==> config.mk <==
export PLATFORM = sky130hd
export DESIGN_NAME = sdram_arbiter
export DESIGN_NICKNAME = d
export VERILOG_FILES = /design/src/rtl/sdram_arb_pkg.sv /design/src/rtl/arb_tag_fifo.sv /design/src/rtl/sdram_arbiter.sv
export SDC_FILE = /design/constraint.sdc
export NUM_CORES = 1
export LEC_CHECK = 0
export ABC_CLOCK_PERIOD_IN_PS = 3400
export CORE_MARGIN = 8
export CORE_UTILIZATION = 30
export DETAILED_ROUTE_END_ITERATION = 16
export PLACE_DENSITY = 0.79
export SYNTH_ARGS = -nofsm -noshare
export SYNTH_HDL_FRONTEND = slang
export SYNTH_SLANG_ARGS = --single-unit
==> constraint.sdc <==
create_clock -name clk_i -period 3.4 [get_ports clk_i]
set_input_delay 0.68 -clock clk_i [delete_from_list [all_inputs] [get_ports clk_i]]
set_output_delay 0.68 -clock clk_i [all_outputs]
set_load 0.02 [all_outputs]
==> src/rtl/sdram_arb_pkg.sv <==
// Shared types and default widths for the SDRAM arbiter slice.
// Requester identities double as the 1-bit read tag values.
package sdram_arb_pkg;

    typedef enum logic {
        REQ_VGA    = 1'b0,
        REQ_RENDER = 1'b1
    } requester_t;

    localparam int ADDR_W_DEF = 26;
    localparam int DATA_W_DEF = 32;

endpackage

==> src/rtl/arb_tag_fifo.sv <==
// In-order FIFO of 1-bit read tags, one entry per outstanding SDRAM read.
// The extra pointer bit tells a full FIFO from an empty one.
module arb_tag_fifo #(
    parameter int DEPTH = 16
) (
    input  logic clk_i,
    input  logic rst_ni,
    input  logic push_i,
    input  logic pop_i,
    input  logic din_i,
    output logic dout_o,
    output logic full_o,
    output logic empty_o
);

    localparam int PTR_W = $clog2(DEPTH) + 1;

    logic [PTR_W-1:0] wr_ptr_q, wr_ptr_d;
    logic [PTR_W-1:0] rd_ptr_q, rd_ptr_d;
    logic             mem_q [DEPTH];
    logic             do_push;
    logic             do_pop;

    assign empty_o = (wr_ptr_q == rd_ptr_q);
    assign full_o  = (wr_ptr_q[PTR_W-1] != rd_ptr_q[PTR_W-1]) &&
                     (wr_ptr_q[PTR_W-2:0] == rd_ptr_q[PTR_W-2:0]);
    assign dout_o  = mem_q[rd_ptr_q[PTR_W-2:0]];

    assign do_push  = push_i & ~full_o;
    assign do_pop   = pop_i & ~empty_o;
    assign wr_ptr_d = do_push ? wr_ptr_q + 1'b1 : wr_ptr_q;
    assign rd_ptr_d = do_pop  ? rd_ptr_q + 1'b1 : rd_ptr_q;

    always_ff @(posedge clk_i or negedge rst_ni) begin
        if (!rst_ni) begin
            wr_ptr_q <= '0;
            rd_ptr_q <= '0;
        end else begin
            wr_ptr_q <= wr_ptr_d;
            rd_ptr_q <= rd_ptr_d;
        end
    end

    // Storage needs no reset: an entry is only read after it has been written.
    always_ff @(posedge clk_i) begin
        if (do_push) begin
            mem_q[wr_ptr_q[PTR_W-2:0]] <= din_i;
        end
    end

endmodule

==> src/rtl/sdram_arbiter.sv <==
// Two-port Avalon-MM arbiter in front of the SDRAM: VGA reads have priority,
// a streak counter forces renderer access, and read beats are routed by tag.
module sdram_arbiter
    import sdram_arb_pkg::*;
#(
    parameter int ADDR_W         = ADDR_W_DEF,
    parameter int DATA_W         = DATA_W_DEF,
    parameter int TAG_DEPTH      = 16,
    parameter int VGA_STREAK_MAX = 8
) (
    input  logic              clk_i,
    input  logic              rst_ni,

    input  logic [ADDR_W-1:0] v_address_i,
    input  logic              v_read_i,
    output logic              v_waitrequest_o,
    output logic [DATA_W-1:0] v_readdata_o,
    output logic              v_readdatavalid_o,

    input  logic [ADDR_W-1:0] r_address_i,
    input  logic              r_read_i,
    input  logic              r_write_i,
    input  logic [DATA_W-1:0] r_writedata_i,
    output logic              r_waitrequest_o,
    output logic [DATA_W-1:0] r_readdata_o,
    output logic              r_readdatavalid_o,

    output logic [ADDR_W-1:0] m_address_o,
    output logic              m_read_o,
    output logic              m_write_o,
    output logic [DATA_W-1:0] m_writedata_o,
    input  logic              m_waitrequest_i,
    input  logic [DATA_W-1:0] m_readdata_i,
    input  logic              m_readdatavalid_i,

    output logic              err_underflow_o
);

    localparam int STREAK_W = $clog2(VGA_STREAK_MAX + 1);
    localparam logic [STREAK_W-1:0] STREAK_MAX = STREAK_W'(VGA_STREAK_MAX);

    requester_t          gnt_q, grant;
    logic                locked_q, locked_d;
    logic [STREAK_W-1:0] streak_q, streak_d;
    logic                err_q, err_d;

    logic reqR, rRead, rWrite;
    logic eligV, eligR;
    logic grantV;
    logic cmdRead, cmdWrite;
    logic accept;
    logic tagFull, tagEmpty, headTag;
    logic tagPush, tagPop;

    // A simultaneous read+write from the renderer is treated as a read only.
    assign reqR   = r_read_i | r_write_i;
    assign rRead  = r_read_i;
    assign rWrite = r_write_i & ~r_read_i;

    assign eligV = v_read_i & ~tagFull;
    assign eligR = (rRead & ~tagFull) | rWrite;

    always_comb begin
        grant = gnt_q;
        if (!locked_q) begin
            if (eligV && eligR) begin
                grant = (streak_q == STREAK_MAX) ? REQ_RENDER : REQ_VGA;
            end else if (eligV) begin
                grant = REQ_VGA;
            end else if (eligR) begin
                grant = REQ_RENDER;
            end
        end
    end

    assign grantV   = (grant == REQ_VGA);
    assign cmdRead  = grantV ? eligV : (rRead & ~tagFull);
    assign cmdWrite = ~grantV & rWrite;

    assign m_read_o      = rst_ni & cmdRead;
    assign m_write_o     = rst_ni & cmdWrite;
    assign m_address_o   = grantV ? v_address_i : r_address_i;
    assign m_writedata_o = r_writedata_i;

    // A read blocked by a full tag FIFO stalls even while its port holds the grant.
    assign v_waitrequest_o = ~rst_ni | ~grantV | (v_read_i & tagFull) | m_waitrequest_i;
    assign r_waitrequest_o = ~rst_ni | grantV | (rRead & tagFull) | m_waitrequest_i;

    assign accept  = (m_read_o | m_write_o) & ~m_waitrequest_i;
    assign tagPush = accept & m_read_o;
    assign tagPop  = rst_ni & m_readdatavalid_i & ~tagEmpty;

    assign v_readdatavalid_o = tagPop & ~headTag;
    assign r_readdatavalid_o = tagPop & headTag;
    assign v_readdata_o      = m_readdata_i;
    assign r_readdata_o      = m_readdata_i;
    assign err_underflow_o   = err_q;

    assign locked_d = (m_read_o | m_write_o) & m_waitrequest_i;
    assign err_d    = err_q | (m_readdatavalid_i & tagEmpty);

    always_comb begin
        streak_d = streak_q;
        if (!reqR || (accept && !grantV)) begin
            streak_d = '0;
        end else if (accept && grantV && (streak_q != STREAK_MAX)) begin
            streak_d = streak_q + 1'b1;
        end
    end

    always_ff @(posedge clk_i or negedge rst_ni) begin
        if (!rst_ni) begin
            gnt_q    <= REQ_VGA;
            locked_q <= 1'b0;
            streak_q <= '0;
            err_q    <= 1'b0;
        end else begin
            gnt_q    <= grant;
            locked_q <= locked_d;
            streak_q <= streak_d;
            err_q    <= err_d;
        end
    end

    arb_tag_fifo #(
        .DEPTH (TAG_DEPTH)
    ) u_tag_fifo (
        .clk_i   (clk_i),
        .rst_ni  (rst_ni),
        .push_i  (tagPush),
        .pop_i   (tagPop),
        .din_i   (~grantV),
        .dout_o  (headTag),
        .full_o  (tagFull),
        .empty_o (tagEmpty)
    );

endmodule

==> results.tsv, run 1 <==
metric	value	unit
status	finished clean	
grt_use_total	0.105	
slew_headroom	0.657	
insertedDiodeCount	0	
path_clk_slew	60	ps
die_h	116	um
grt_pass1_wl	11.0	mm
final_max_slew_viol_count	0	
dieArea	0.0134	sq mm
wl_met3	714	um
fin_cells	431	
critPathSlowestCell	clkdlybuf4s50_1	
viasPerCell	4.56	
layout-drive-gt1-share	0.282	
power	2.18	mW
hold_buffers	0	
cts_max_level	2	
grt_pass1_vias	2116	
area_growth	15.7	%
hpwl	5.92	mm
reg2reg_to	u_tag_fifo.mem_q[3]$_DFFE_PP_	
timing.fmax	298	MHz
fill_cells	971	
finalHoldViolCount	0	
synth_top_area_frac	0.245	
yosysSeqAreaShare	0.302	
fin_crit_sh	0.985	
mostFrequentLayoutCells	clkdlybuf4s50_1 (62), mux2_2 (21), buf_4 (18)	
wl_met1	2.95	mm
yosysWarnings	0	
drc	0	
worst-slew-pin-transition	513	ps
clock_latency	290	ps
endpoint	m_address_o[1]	
ys_ff_latch	33	
ys.flop_type	dfrtp_1	
end_kind	output pin	
yosysTopAreaCell	buf_4	
reg2reg_depth	8	
synth_fp_nets	416	
grt_max_degree	21	
root_buffer	clkbuf_8	
cp-startpoint	r_read_i	
cap_violations	0	
vdd_drop_max	239	uV
fin_skew	5.65	ps
critPathBufInv	3	
drt_iter0_drc	37	
die_x	116	um
gp_congestion	0.892	
vias	1966	
critPathTopFamily	buffers and inverters	
dr.pass1.iters	4	
wl_per_cell	16.8	um
async_flop_share	0.515	
tritoncts	yes	
fin_nets	427	
start_util	0.308	
place_area	0.00341	sq mm
cp.required	2720	ps
syn-cell-area	0.00300	sq mm
start_kind	input port	
antenna_left	0	
grt-ovfl-total	0	
worst-r2r-setup-slack	1200	ps
path_depth	7	
drt_wl_total	7.24	mm
rsz0062_at_grt	no	
synth-edff-count	16	
hold_path.class	register to register	
core	0.00973	sq mm
ys_top_cells_by_area	buf_4 (25%), edfxtp_1 (16%), dfrtp_1 (14%)	
cts_buffers	5	
clock_path_buffers	2	
fin_ws	49.8	ps
crit_type	input port to output pin	
critPathMaxStageDelay	500	ps
arrival	2670	ps
layout_commonest_cell	clkdlybuf4s50_1	
syn_avg_cell_area	10.5	sq um
crit_chain	clkdlybuf4s50_1 -> o21bai_1 -> or4_4 -> nand3_4 -> buf_12 -> mux2_2 -> dlygate4sd2_1	
ys_types	45	
rows	36	
ioPinCount	252	
clock-sinks	33	
fin_area	0.00347	sq mm
dp_cells	422	
netlist_instances	286	
finalSetupViolations	0	
critical_path.max_fanout	15	
antenna_found_initial	0	
powerDensity	628	mW/mm^2
p_leak	1.45	nW
period_minus_slack	3350	ps
io_buffers	91	
routed.top_layer	met4	
met2_length	3.42	mm
post-place-ws	-234	ps
rr_startpoint	streak_q[0]$_DFFE_PN0P_	
finalHoldWorstSlack	462	ps
==> metrics by stage <==
stage | setup TNS, ps | utilization
3_5_place_dp | -5530 | 0.351
4_1_cts | 0 | 0.356
6_report | 0 | 0.357
5_1_grt | 0 | 0.357
3_3_place_gp | -4680 | 0.351
2_1_floorplan | 0 | -
==> worst min path at each step <==
| stage | start | end | slack (ps) | cells past startpoint |
|---|---|---|---|---|
| final | err_underflow_o$_DFF_PN0_ | err_underflow_o$_DFF_PN0_ | 460 | 1 |
| after global routing | err_underflow_o$_DFF_PN0_ | err_underflow_o$_DFF_PN0_ | 500 | 1 |
| after CTS | err_underflow_o$_DFF_PN0_ | err_underflow_o$_DFF_PN0_ | 470 | 1 |
| after detailed placement | err_underflow_o$_DFF_PN0_ | err_underflow_o$_DFF_PN0_ | 450 | 1 |
| after global placement | err_underflow_o$_DFF_PN0_ | err_underflow_o$_DFF_PN0_ | 450 | 1 |
| after floorplan | rst_ni | err_underflow_o$_DFF_PN0_ | 380 | 0 |
==> state kept, by name, summed over array words and instances (netlist names) <==
signal,cells
err_underflow_o,1
locked_q,1
u_tag_fifo.wr_ptr_q,5
u_tag_fifo.mem_q,16
streak_q,4
u_tag_fifo.rd_ptr_q,5
gnt_q,1
==> area by class of cell <==
type,instances,area [sq um],share of cell area
clock buffers,8,90.1,0.0260
multi-input cells,139,1260,0.364
well taps,133,166,0.0480
repair buffers,111,1020,0.294
inverters,7,26.3,0.00757
flip-flops and latches,33,907,0.261
==> power by group <==
group	total, mW	leakage, nW	switching, mW	internal (mW)
logic	1.26	1.05	0.615	0.640
clock network	0.303	0.0455	0.138	0.165
registers	0.622	0.354	0.0990	0.523
==> worst reg2reg max path: stages (launching register included) <==
cell      delay (ps)
dfrtp_1          420
inv_1             70
ha_1             210
and4b_1          190
o221a_2          290
a211oi_1         200
buf_4            250
nand2_1          110
nor3_1           160
==> Yosys cell counts (all sizes together), types with 3 or more instances <==
| cell | instances |
|---|---|
| ha | 7 |
| xor2 | 4 |
| a211oi | 3 |
| and3 | 16 |
| mux2 | 28 |
| inv | 7 |
| nand4 | 3 |
| nand3 | 3 |
| nand2 | 9 |
| nor2b | 5 |
| nor3 | 4 |
| a21oi | 4 |
| nor2 | 3 |
| xnor2 | 12 |
| dfrtp | 17 |
| buf | 105 |
| edfxtp | 16 |
| a2111oi | 5 |
| and2 | 5 |
| o21ai | 5 |
| mux4 | 4 |
==> kinds of logic after synthesis <==
kind of cell,synth area share
adder cells (fa/ha/maj),0.0292
XOR/XNOR,0.0543
AO/OA/AOI/OAI,0.0685
AND/OR/NAND/NOR,0.113
buffers and inverters,0.282
flip-flops,0.302
multiplexers,0.151
==> what timing repair did <==
item	CTS	global route
gates cloned	1	0
buffers inserted	0	0
resized for setup	69	8
setup endpoints to repair	28	7
==> per-layer routing <==
metal  track usage  vias to the layer above
met5             0                        -
met4        0.0493                        0
met3        0.0469                       19
met2         0.160                      106
met1         0.124                      920
li1              -                      921
No activity file was read; power rests on OpenSTA's default activity.
==> inputs of run 2 (changes only) <==
- GPL_TIMING_DRIVEN: unset -> 0
==> run 2 against run 1 <==
Fmax grew 0.40%. Global-route usage grew 3.4 points. Critical path type unchanged. Setup slack gained 13 ps. Largest power group unchanged. Sequential share of layout area shrank 8.5 points. Die area is the same. Utilization grew 17 points. Wire length grew 39%. Cell count grew 44%. Clock power shrank 10%. Sequential cell count is the same. Count of clock-buffer cells in the layout shrank 3. Highest routed layer unchanged.
==> results.tsv, run 2 (synthesized netlist as in run 1, its figures left out) <==
metric	value	unit	change
status	finished clean		
tritoncts	yes		
dieArea	0.0134	sq mm	unchanged
regArea	906	sq um	-0.14%
multi_input_area	0.00127	sq mm	+0.60%
slew_headroom	0.556		-0.101
grt_pass1_wl	14.7	mm	+34%
gp_congestion	0.830		-6.9%
largest_reg_flops	16		unchanged
hold_path.class	input port to asynchronous set/reset pin		
rsz0062_at_grt	yes		
vias	2705		+38%
insertedDiodeCount	0		unchanged
vdd_drop_max	254	uV	+6.1%
layout-drive-gt1-share	0.378		+0.0959
layout_commonest_cell	clkdlybuf4s50_1		
start_util	0.308		unchanged
mostFrequentLayoutCells	clkdlybuf4s50_1 (154), buf_4 (101), mux2_2 (21)		
hpwl	8.51	mm	+44%
timing.fmax	300	MHz	+0.40%
clock_latency	280	ps	about the same
io_buffers	187		+110%
fin_crit_sh	0.981		-0.00390
drc	0		unchanged
fin_nets	616		+44%
cp.required	2720	ps	about the same
p_leak	2.27	nW	+57%
arrival	2660	ps	about the same
fin_skew	2.09	ps	-3.56 ps
worst-slew-pin-transition	661	ps	+148 ps
cts_max_level	2		unchanged
grt_use_total	0.139		+0.0341
finalHoldViolCount	0		unchanged
wl_per_cell	16.2	um	-3.6%
start_kind	input port		
period_minus_slack	3340	ps	-13.2 ps
cap_violations	0		unchanged
ioPinCount	252		unchanged
antenna_left	0		unchanged
dr.pass1.iters	4		unchanged
fill_cells	869		-11%
path_clk_slew	60	ps	about the same
drt_iter0_drc	56		+51%
antenna_found_initial	0		unchanged
drt_wl_total	10.0	mm	+39%
end_kind	output pin		
fin_area	0.00512	sq mm	+48%
viasPerCell	4.36		-4.4%
core	0.00973	sq mm	unchanged
cts_buffers	5		unchanged
place_area	0.00504	sq mm	+48%
grt-ovfl-total	0		unchanged
grt_pass1_vias	2893		+37%
finalSetupViolations	0		unchanged
final_max_slew_viol_count	0		unchanged
hold_buffers	0		unchanged
die_x	116	um	unchanged
crit_type	input port to output pin		
clock_path_buffers	2		unchanged
critical_path.max_fanout	10		-5
powerDensity	488	mW/mm^2	-22%
rows	36		unchanged
grt_max_degree	24		+14%
root_buffer	clkbuf_8		
clock-sinks	33		unchanged
die_h	116	um	unchanged
area_growth	70.9	%	
fin_setup_tns	0	ps	unchanged
run 2: changes by cell type in the layout (fill, tap and decap cells not counted), moves of 2 or more:
| cell | before | now |
|---|---|---|
| buf_2 | 13 | 11 |
| buf_4 | 18 | 101 |
| buf_6 | 0 | 4 |
| clkbuf_2 | 1 | 14 |
| clkdlybuf4s50_1 | 62 | 154 |
| clkinv_1 | 0 | 2 |
| dlygate4sd2_1 | 10 | 3 |
| xnor2_2 | 4 | 2 |
run 2: timing repair:
item | 4_1_cts | 5_1_grt
buffers inserted | 4 | 1
setup endpoints to repair | 31 | 31
endpoints found under the hold margin | 0 | 0
resized for setup | 58 | 42
cloned | 1 | 0
pin swaps | 1 | 1
run 2: area by class of cell:
class,instances,share of cell area
buffer,107,0.161
clock buffer,5,0.0134
clock inverter,3,0.00244
inverter,7,0.00513
multi-input combinational,139,0.248
sequential,33,0.177
tap,133,0.0325
timing repair buffer,193,0.361
run 2: power breakdown:
group	switching [mW]	total [mW]	internal, mW
Clock	0.134	0.272	0.137
Combinational	0.784	1.63	0.845
Sequential	0.0802	0.602	0.522
run 2: path summary, 6_finish.rpt:
path | start | to | cells past startpoint | slack, ps
worst max-delay path | r_write_i | m_address_o[12] | 7 | 60
worst min-delay path | rst_ni | u_tag_fifo.rd_ptr_q[3]$_DFFE_PN0P_ | 1 | 340
worst max register to register | streak_q[0]$_DFFE_PN0P_ | u_tag_fifo.mem_q[12]$_DFFE_PP_ | 7 | 1030
worst min register to register | err_underflow_o$_DFF_PN0_ | err_underflow_o$_DFF_PN0_ | 1 | 470
max in group asynchronous | rst_ni | u_tag_fifo.wr_ptr_q[3]$_DFFE_PN0P_ | 1 | 2740
min in group clk_i | err_underflow_o$_DFF_PN0_ | err_underflow_o$_DFF_PN0_ | 1 | 470
run 2: critical path, cell delays in order:
cell	delay [ps]
clkdlybuf4s50_1	510
o21bai_1	100
or4_4	450
nand3_4	120
buf_6	150
mux2_2	350
clkdlybuf4s15_1	300
run 2: metal layers:
layer | wire length (um) | share of wire | global-route usage
met5 | 0 | 0 | 0
met4 | 120 | 0.012 | 0.0398
met3 | 1330 | 0.13 | 0.0709
met2 | 5120 | 0.51 | 0.238
met1 | 3470 | 0.35 | 0.148
run 2: per-stage QoR:
step	total power, mW	setup slack, ps	hold slack [ps]	utilization	std cells
after floorplan	1.62	643	384	-	286
after global placement	2.14	-454	452	0.518	606
after detailed placement	2.17	-460	454	0.518	606
after CTS	2.51	-7.35	457	0.533	619
after global routing	2.66	-13.9	370	0.526	620
final	2.50	63.0	341	0.526	620
